--- src/rtl/k005297_cyclecntr.sv ---
// k005297_cyclecntr
// Timing/count front end for the function-trigger stage.
//   - ROT_LEN-step one-hot, active-low rotation strobe bus (o_ROT20_n).
//   - CNT_WIDTH-bit rotation-cycle counter, held in a recirculating shift
//     register and incremented bit-serially, LSB first, during steps
//     0..CNT_WIDTH-1. Bit k is presented on o_CYCLECNTR_LSB during step k so
//     downstream comparators can match constants one bit per step.
//   - Increment is sampled at step 0, clear at step ROT_LEN-1, and the
//     overflow of a max->0 wrap is flagged during step CNT_WIDTH.
//
// Optional build macro: K005297_CYCLECNTR_PRELOAD_EN
//   Adds i_PRELOAD / i_PRELOAD_VAL. A preload sampled at the last step loads
//   the counter on the wrap back to step 0 and takes priority over the clear.
//
// CNT_WIDTH must not exceed ROT_LEN/2 so the serial-add window and the
// last (clear/preload) step never overlap.

module k005297_cyclecntr #(
    parameter int CNT_WIDTH = 10,
    parameter int ROT_LEN   = 20
) (
    input  logic                 i_MCLK,
    input  logic                 i_RST,
    input  logic                 i_CLK2M_PCEN_n,
    input  logic                 i_HALT,
    input  logic                 i_CNT_INC,
    input  logic                 i_CNT_CLR,
`ifdef K005297_CYCLECNTR_PRELOAD_EN
    input  logic                 i_PRELOAD,
    input  logic [CNT_WIDTH-1:0] i_PRELOAD_VAL,
`endif
    output logic [ROT_LEN-1:0]   o_ROT20_n,
    output logic                 o_CYCLECNTR_LSB,
    output logic [CNT_WIDTH-1:0] o_CNT_VALUE,
    output logic                 o_CNT_OVF
);

    // ------------------------------------------------------------------
    // State
    // ------------------------------------------------------------------
    logic [ROT_LEN-1:0]   rot_n;      // one-hot active-low step strobes
    logic [CNT_WIDTH-1:0] cnt_sr;     // counter, rotated right during adds
    logic                 carry;      // serial-adder carry between steps
    logic                 ovf;        // wrap flag, visible during step CNT_WIDTH

    // ------------------------------------------------------------------
    // Step decode (straight off the one-hot strobes, no separate counter)
    // ------------------------------------------------------------------
    logic cen;           // qualified clock enable
    logic step_first;    // step 0: increment request sampled here
    logic step_cnt_last; // step CNT_WIDTH-1: carry out of the MSB
    logic step_last;     // step ROT_LEN-1: clear/preload sampled here
    logic add_phase;     // steps 0..CNT_WIDTH-1

    assign cen           = ~i_CLK2M_PCEN_n;
    assign step_first    = ~rot_n[0];
    assign step_cnt_last = ~rot_n[CNT_WIDTH-1];
    assign step_last     = ~rot_n[ROT_LEN-1];
    assign add_phase     = ~&rot_n[CNT_WIDTH-1:0];

    // ------------------------------------------------------------------
    // Serial adder datapath
    // ------------------------------------------------------------------
    logic carry_in;
    logic sum_bit;
    logic carry_out;

    // Step 0 starts a fresh addition: the stored carry is replaced by the
    // (halt-gated) increment request; later steps propagate the carry.
    assign carry_in  = step_first ? (i_CNT_INC & ~i_HALT) : carry;
    assign sum_bit   = cnt_sr[0] ^ carry_in;
    assign carry_out = cnt_sr[0] & carry_in;

    // ------------------------------------------------------------------
    // Frame-boundary load (clear, or preload when built in)
    // ------------------------------------------------------------------
    logic                 load_en;
    logic [CNT_WIDTH-1:0] load_val;

    // Select what, if anything, replaces the counter on the wrap to step 0.
    always_comb begin
        // NOTE: every signal driven here gets a default first, so no path
        // leaves it unassigned and no latch is inferred.
        load_en  = 1'b0;
        load_val = '0;
        if (step_last) begin
`ifdef K005297_CYCLECNTR_PRELOAD_EN
            if (i_PRELOAD) begin
                load_en  = 1'b1;
                load_val = i_PRELOAD_VAL;
            end else if (i_CNT_CLR) begin
                load_en  = 1'b1;
                load_val = '0;
            end
`else
            if (i_CNT_CLR) begin
                load_en  = 1'b1;
                load_val = '0;
            end
`endif
        end
    end

    // ------------------------------------------------------------------
    // Next-state for the counter shift register
    // ------------------------------------------------------------------
    logic [CNT_WIDTH-1:0] cnt_sr_next;

    // Rotate-and-add during the add window, load at the last step, else hold.
    always_comb begin
        cnt_sr_next = cnt_sr;
        if (add_phase) begin
            cnt_sr_next = {sum_bit, cnt_sr[CNT_WIDTH-1:1]};
        end else if (load_en) begin
            cnt_sr_next = load_val;
        end
    end

    // ------------------------------------------------------------------
    // Registers
    // ------------------------------------------------------------------

    // Rotator: walks the single low bit up one index per enable, wrapping.
    always_ff @(posedge i_MCLK or posedge i_RST) begin
        if (i_RST) begin
            rot_n <= {{(ROT_LEN-1){1'b1}}, 1'b0};
        end else if (cen) begin
            // NOTE: state registers use non-blocking assignments so every
            // flop samples the pre-edge values, independent of block order.
            rot_n <= {rot_n[ROT_LEN-2:0], rot_n[ROT_LEN-1]};
        end
    end

    // Counter shift register.
    always_ff @(posedge i_MCLK or posedge i_RST) begin
        if (i_RST) begin
            cnt_sr <= '0;
        end else if (cen) begin
            cnt_sr <= cnt_sr_next;
        end
    end

    // Carry between serial-add steps; only meaningful inside the add window.
    always_ff @(posedge i_MCLK or posedge i_RST) begin
        if (i_RST) begin
            carry <= 1'b0;
        end else if (cen && add_phase) begin
            carry <= carry_out;
        end
    end

    // Overflow: capture the MSB carry on the CNT_WIDTH-1 -> CNT_WIDTH step
    // and drop it again on the following enable, giving a one-step pulse.
    always_ff @(posedge i_MCLK or posedge i_RST) begin
        if (i_RST) begin
            ovf <= 1'b0;
        end else if (cen) begin
            ovf <= step_cnt_last & carry_out;
        end
    end

    // ------------------------------------------------------------------
    // Outputs
    // ------------------------------------------------------------------
    assign o_ROT20_n       = rot_n;
    assign o_CYCLECNTR_LSB = add_phase & cnt_sr[0];
    assign o_CNT_VALUE     = cnt_sr;
    assign o_CNT_OVF       = ovf;

endmodule

--- config.mk ---
export PLATFORM = sky130hd
export DESIGN_NAME = k005297_cyclecntr
export DESIGN_NICKNAME = d
export VERILOG_FILES = /design/src/rtl/k005297_cyclecntr.sv
export SDC_FILE = /design/constraint.sdc
export NUM_CORES = 1
export LEC_CHECK = 0
export CORE_MARGIN = 5
export CORE_UTILIZATION = 46
export CTS_BUF_LIST = sky130_fd_sc_hd__clkbuf_16
export DETAILED_ROUTE_END_ITERATION = 7
export PLACE_DENSITY = 0.84
export SYNTH_ARGS = -nofsm -noshare
export SYNTH_HDL_FRONTEND = slang
export SYNTH_SLANG_ARGS = --single-unit
--- constraint.sdc ---
create_clock -name i_MCLK -period 1.8 [get_ports i_MCLK]
set_clock_uncertainty 0.15 [all_clocks]
set_input_delay 0.54 -clock i_MCLK [delete_from_list [all_inputs] [get_ports i_MCLK]]
set_output_delay 0.54 -clock i_MCLK [all_outputs]
set_load 0.01 [all_outputs]
Word level (Yosys, flattened, before mapping)
Cells that the tools add are included.
{"block": "op_classes", "add_sub_neg": 0, "mul": 0, "div": 0, "order_cmp": 0, "eq_ne": 1, "shifts": 0, "mux": 5, "n_bitwise": 8, "n_reduce_logical": 4}
{"op": "$mux 10", "count": 2}
{"op": "$reduce_and 10->1", "count": 1}
{"op": "$and 1x1->1", "count": 4}
{"op": "$mux 1", "count": 3}
{"op": "$not 1->1", "count": 3}
{"op": "$ne 2x2->1 const B", "count": 1}
{"op": "$reduce_and 2->1", "count": 1}
{"op": "$logic_and 1x1->1", "count": 1}
{"op": "$logic_not 1->1", "count": 1}
{"op": "$xor 1x1->1", "count": 1}
{"block": "word_totals", "regBits": 32, "latchBits": 0, "mem_bits_rw": 0, "romBits": 0, "input_bits": 6, "out_inout_bits": 32, "elab_cells": 22, "mem_count": 0}

Longest topological paths before layout
{"block": "logic_depth", "word_depth": 5, "depth_mapped": 4, "mapped_depth_nobuf": 4}

Worst setup path before layout
Ideal clock, no wire load.
{"block": "synth_path", "kind": "flip-flop to output port", "startpoint": "reg rot_n[3], in the netlist o_ROT20_n[3]", "endpoint": "out o_CYCLECNTR_LSB", "arrival_ps": 931, "path_slack_ps": 179, "path_stages_with_launch": 3, "path_buffers": 0, "cell_sequence": "dfstp_2 > and4_4 > a31oi_1"}
{"block": "synth_via", "elab_chain_cells": 3}
{"element": "from (decl)", "line": "41", "text": "logic [ROT_LEN-1:0] rot_n;"}
{"element": "from (signal assigned)", "line": "126", "text": "rot_n <= {{(ROT_LEN-1){1'b1}}, 1'b0};"}
{"element": "from (signal assigned)", "line": "130", "text": "rot_n <= {rot_n[ROT_LEN-2:0], rot_n[ROT_LEN-1]};"}
{"element": "$reduce_and 10->1", "line": "59", "text": "assign add_phase = ~&rot_n[CNT_WIDTH-1:0];"}
{"element": "$logic_not 1->1", "line": "59"}
{"element": "$and 1x1->1", "line": "166", "text": "assign o_CYCLECNTR_LSB = add_phase & cnt_sr[0];"}
{"element": "to (decl)", "line": "33", "text": "output logic o_CYCLECNTR_LSB,"}
No other way between the ends.

Worst setup path in the final report
{"block": "layout_path", "startpoint": "reg rot_n[2], in the netlist o_ROT20_n[2]", "endpoint": "out o_CYCLECNTR_LSB"}
The elaborated chain is that of the path after synthesis.

==> run metrics <==
status=complete, but fails checks; failing checks=negative setup slack; mux contribution to synthesized area=0.182; Leak Pwr=between 0.9 and 1 nW; GPL Wtd Cong=roughly 0.78; post-route minimum period=1.94 ns; peak supply drop=0.00110 V; Pint=1.38 mW; Die Y-Extent=63.2 um; Fillers=196; TritonCTS clock tree=yes; CP max stage cell=dfstp_2; row cnt=19; adder-cell share of the synthesized area=0.00961; P&R area growth vs syn=47.4%; clock sink count=32; Crit path arrival time=~1.3 ns; Power Density=930 nW/um^2; Reg2Reg Capture Point=o_CNT_VALUE[3]; count leader, synth=mux2_2; I/O Pins=38; max frequency=0.516 GHz; fin cells=173; dpl cells=165; Hold WS=0.361 ns; postcts setup bufs=0; Pre-antenna DRT Iters=4; Tcrit/Tclk final=1.08; Synthesis Warnings=0; Clock Power Share=0.432; CP required=1.11 ns; Clock Path Buffers=2; CP startpoint kind=register; final setup fails=1; Gate power share=0.118; cell count after synthesis=82; Initial Utilization=0.476; Clk Latency, worst-skew pair=0.28 ns; Synth async-reset ratio=1.00; RSZ-0062 raised after global routing=yes; register area=around 800 um^2; Worst R2R Start=o_ROT20_n[2]; WS Path Type=reg -> out; final setup margin=-0.138 ns; largest net degree at the start of global routing=33; Core Area=2730 um^2; Root Driver=clkbuf_16; HP Start=carry; fin nets=approximately 150; syn_nets=approximately 90; largest family of logic cells by synthesized area=multiplexers; final core occ=0.702; number of synthesized flops with an enable pin=0; Cell Area, Synth=1300 um^2; Switching Share=0.229; R2R Setup Slk=0.14 ns; first-pass GRT wire length=between 4000 and 5000 um; share of layout cells above drive strength 1=0.563; clock transition at the registers of the reported paths=around 0.050 ns; area leader, netlist=dfstp_2; Max Transition Viols Final=0; Synth cell types=18; top_reg_cell synth=dfstp_2; Worst Tran Pin Value=between 0.3 and 0.4 ns; vias in the first global route=965; dominant cells by area after synthesis=dfstp_2 38%, dfrtp_1 25%, mux2_2 17%; max_cap viols=0; Synth top cells by count=20 x mux2_2, 19 x dfstp_2, 13 x dfrtp_1; Flop pwr share=0.449; Seq/Total Area, Yosys=0.633; final hold vios=0; Crit Path Max Fanout=2; Worst slew margin=0.766; crit end category=output port; post-synthesis simple-gate area fraction=0.0336; dpl hpwl=2070 um; all-layer global routing usage=0.159; Port Buffers=37; source of the critical timing path=o_ROT20_n[2]; ANT cells=0; worst stage delay on the critical path=between 0.5 and 0.6 ns; via/cell ratio=5.18; via count=897; Overflow after GRT=0; DRC viols=0; die footprint=4000 um^2; Worst Hold Path Cells=1; DRT antenna net count=0; Synth Area per Inst=15.9 um^2; multi-input logic area=around 440 um^2; Initial DRC Count=25; switching pwr=slightly above 400 uW; setup_tns=-0.138 ns; WL per Instance=16.3 um; antenna violations before repair=0; post-synthesis xor/xnor area fraction=0; chip width=about 63 um; area share of the leading cell type in the synthesized netlist=0.383; DRT Wirelength=2830 um; HP Class=reg -> reg; Num CTS Buffers=5; Worst Hold Path EP=carry; flops & latches, synth=32; htree depth=2; crit-path cells=and4_4, a31oi_1, buf_2; post-synthesis compound-gate area fraction=0.110; Reg2Reg Depth=4
-- kinds of logic (layout without fill, tap and decap cells) --
logic type,Yosys count,count (layout)
adder cells (fa/ha/maj),1,1
AO/OA/AOI/OAI,15,15
buffers and inverters,7,67
flip-flops,32,32
AND/OR/NAND/NOR,6,6
multiplexers,21,21
-- worst max-delay path: cells and delay by family (launching register included) --
family                 cells  cell delay (ns)
buffers and inverters      1             0.15
AOI/OAI and AO/OA          1             0.09
DFF                        1             0.53
and+or+nand+nor            1             0.21
-- state kept, by name, indices dropped and copies added (netlist names) --
signal and count:
o_ROT20_n 20, o_CNT_OVF 1, carry 1, o_CNT_VALUE 10
-- final cells by class --
cell class	instances	area share
Clock buffer	5	0.0652
Clock inverter	3	0.00652
Inverter	2	0.00391
Multi-Input combinational cell	43	0.228
Sequential cell	32	0.430
Tap cell	31	0.0202
Timing Repair Buffer	57	0.247
-- repair_timing --
item / CTS / global route
resized for setup: 63 / 4
hold buffers: 0 / 0
endpoints found under the setup margin: 32 / 5
-- power by group through the flow --
stage                     sequential [mW]  combinational (mW)  clock (mW)
final                               0.802               0.211       0.772
after global routing                0.807               0.229       0.834
after CTS                           0.802               0.213       0.792
after detailed placement            0.814               0.245           0
after global placement              0.808               0.240           0
after floorplan                     0.826              0.0864           0
-- how the worst max path moves through the flow --
stage	endpoint	slack [ns]	cells after the start
2_1_floorplan	o_CYCLECNTR_LSB	0.18	2
3_3_place_gp	o_CYCLECNTR_LSB	-0.19	3
3_5_place_dp	carry	-0.23	5
4_1_cts	o_CYCLECNTR_LSB	-0.15	3
5_1_grt	o_CYCLECNTR_LSB	-0.18	3
6_report	o_CYCLECNTR_LSB	-0.14	3
-- metrics by stage --
| step | power [mW] | setup WS [ns] | area [um^2] |
|---|---|---|---|
| after detailed placement | 1.06 | -0.234 | 1850 |
| after CTS | 1.81 | -0.149 | 1910 |
| final | 1.79 | -0.138 | 1920 |
| after floorplan | 0.912 | 0.179 | 1300 |
| after global placement | 1.05 | -0.192 | 1850 |
| after global routing | 1.87 | -0.177 | 1920 |
-- layout by cell type (no fill, tap or decap), types with 2 or more instances in the layout --
cell type / instances
mux2_2: 20
dfstp_2: 19
buf_4: 18
dlygate4sd2_1: 17
dfrtp_1: 13
a22o_1: 11
buf_2: 10
clkbuf_16: 5
clkdlybuf4s50_1: 5
clkdlybuf4s15_1: 5
inv_1: 4
and4_4: 2
nor2_1: 2
buf_12: 2
-- routing by layer --
metal  global-route usage  share of wire  up-vias
li1                     -              -      418
met5                    0              0        -
met4               0.0545          0.015        0
met1                0.193           0.42      441
met3               0.0870          0.076        6
met2                0.238           0.49       32
(Power assumes the default switching activity.)
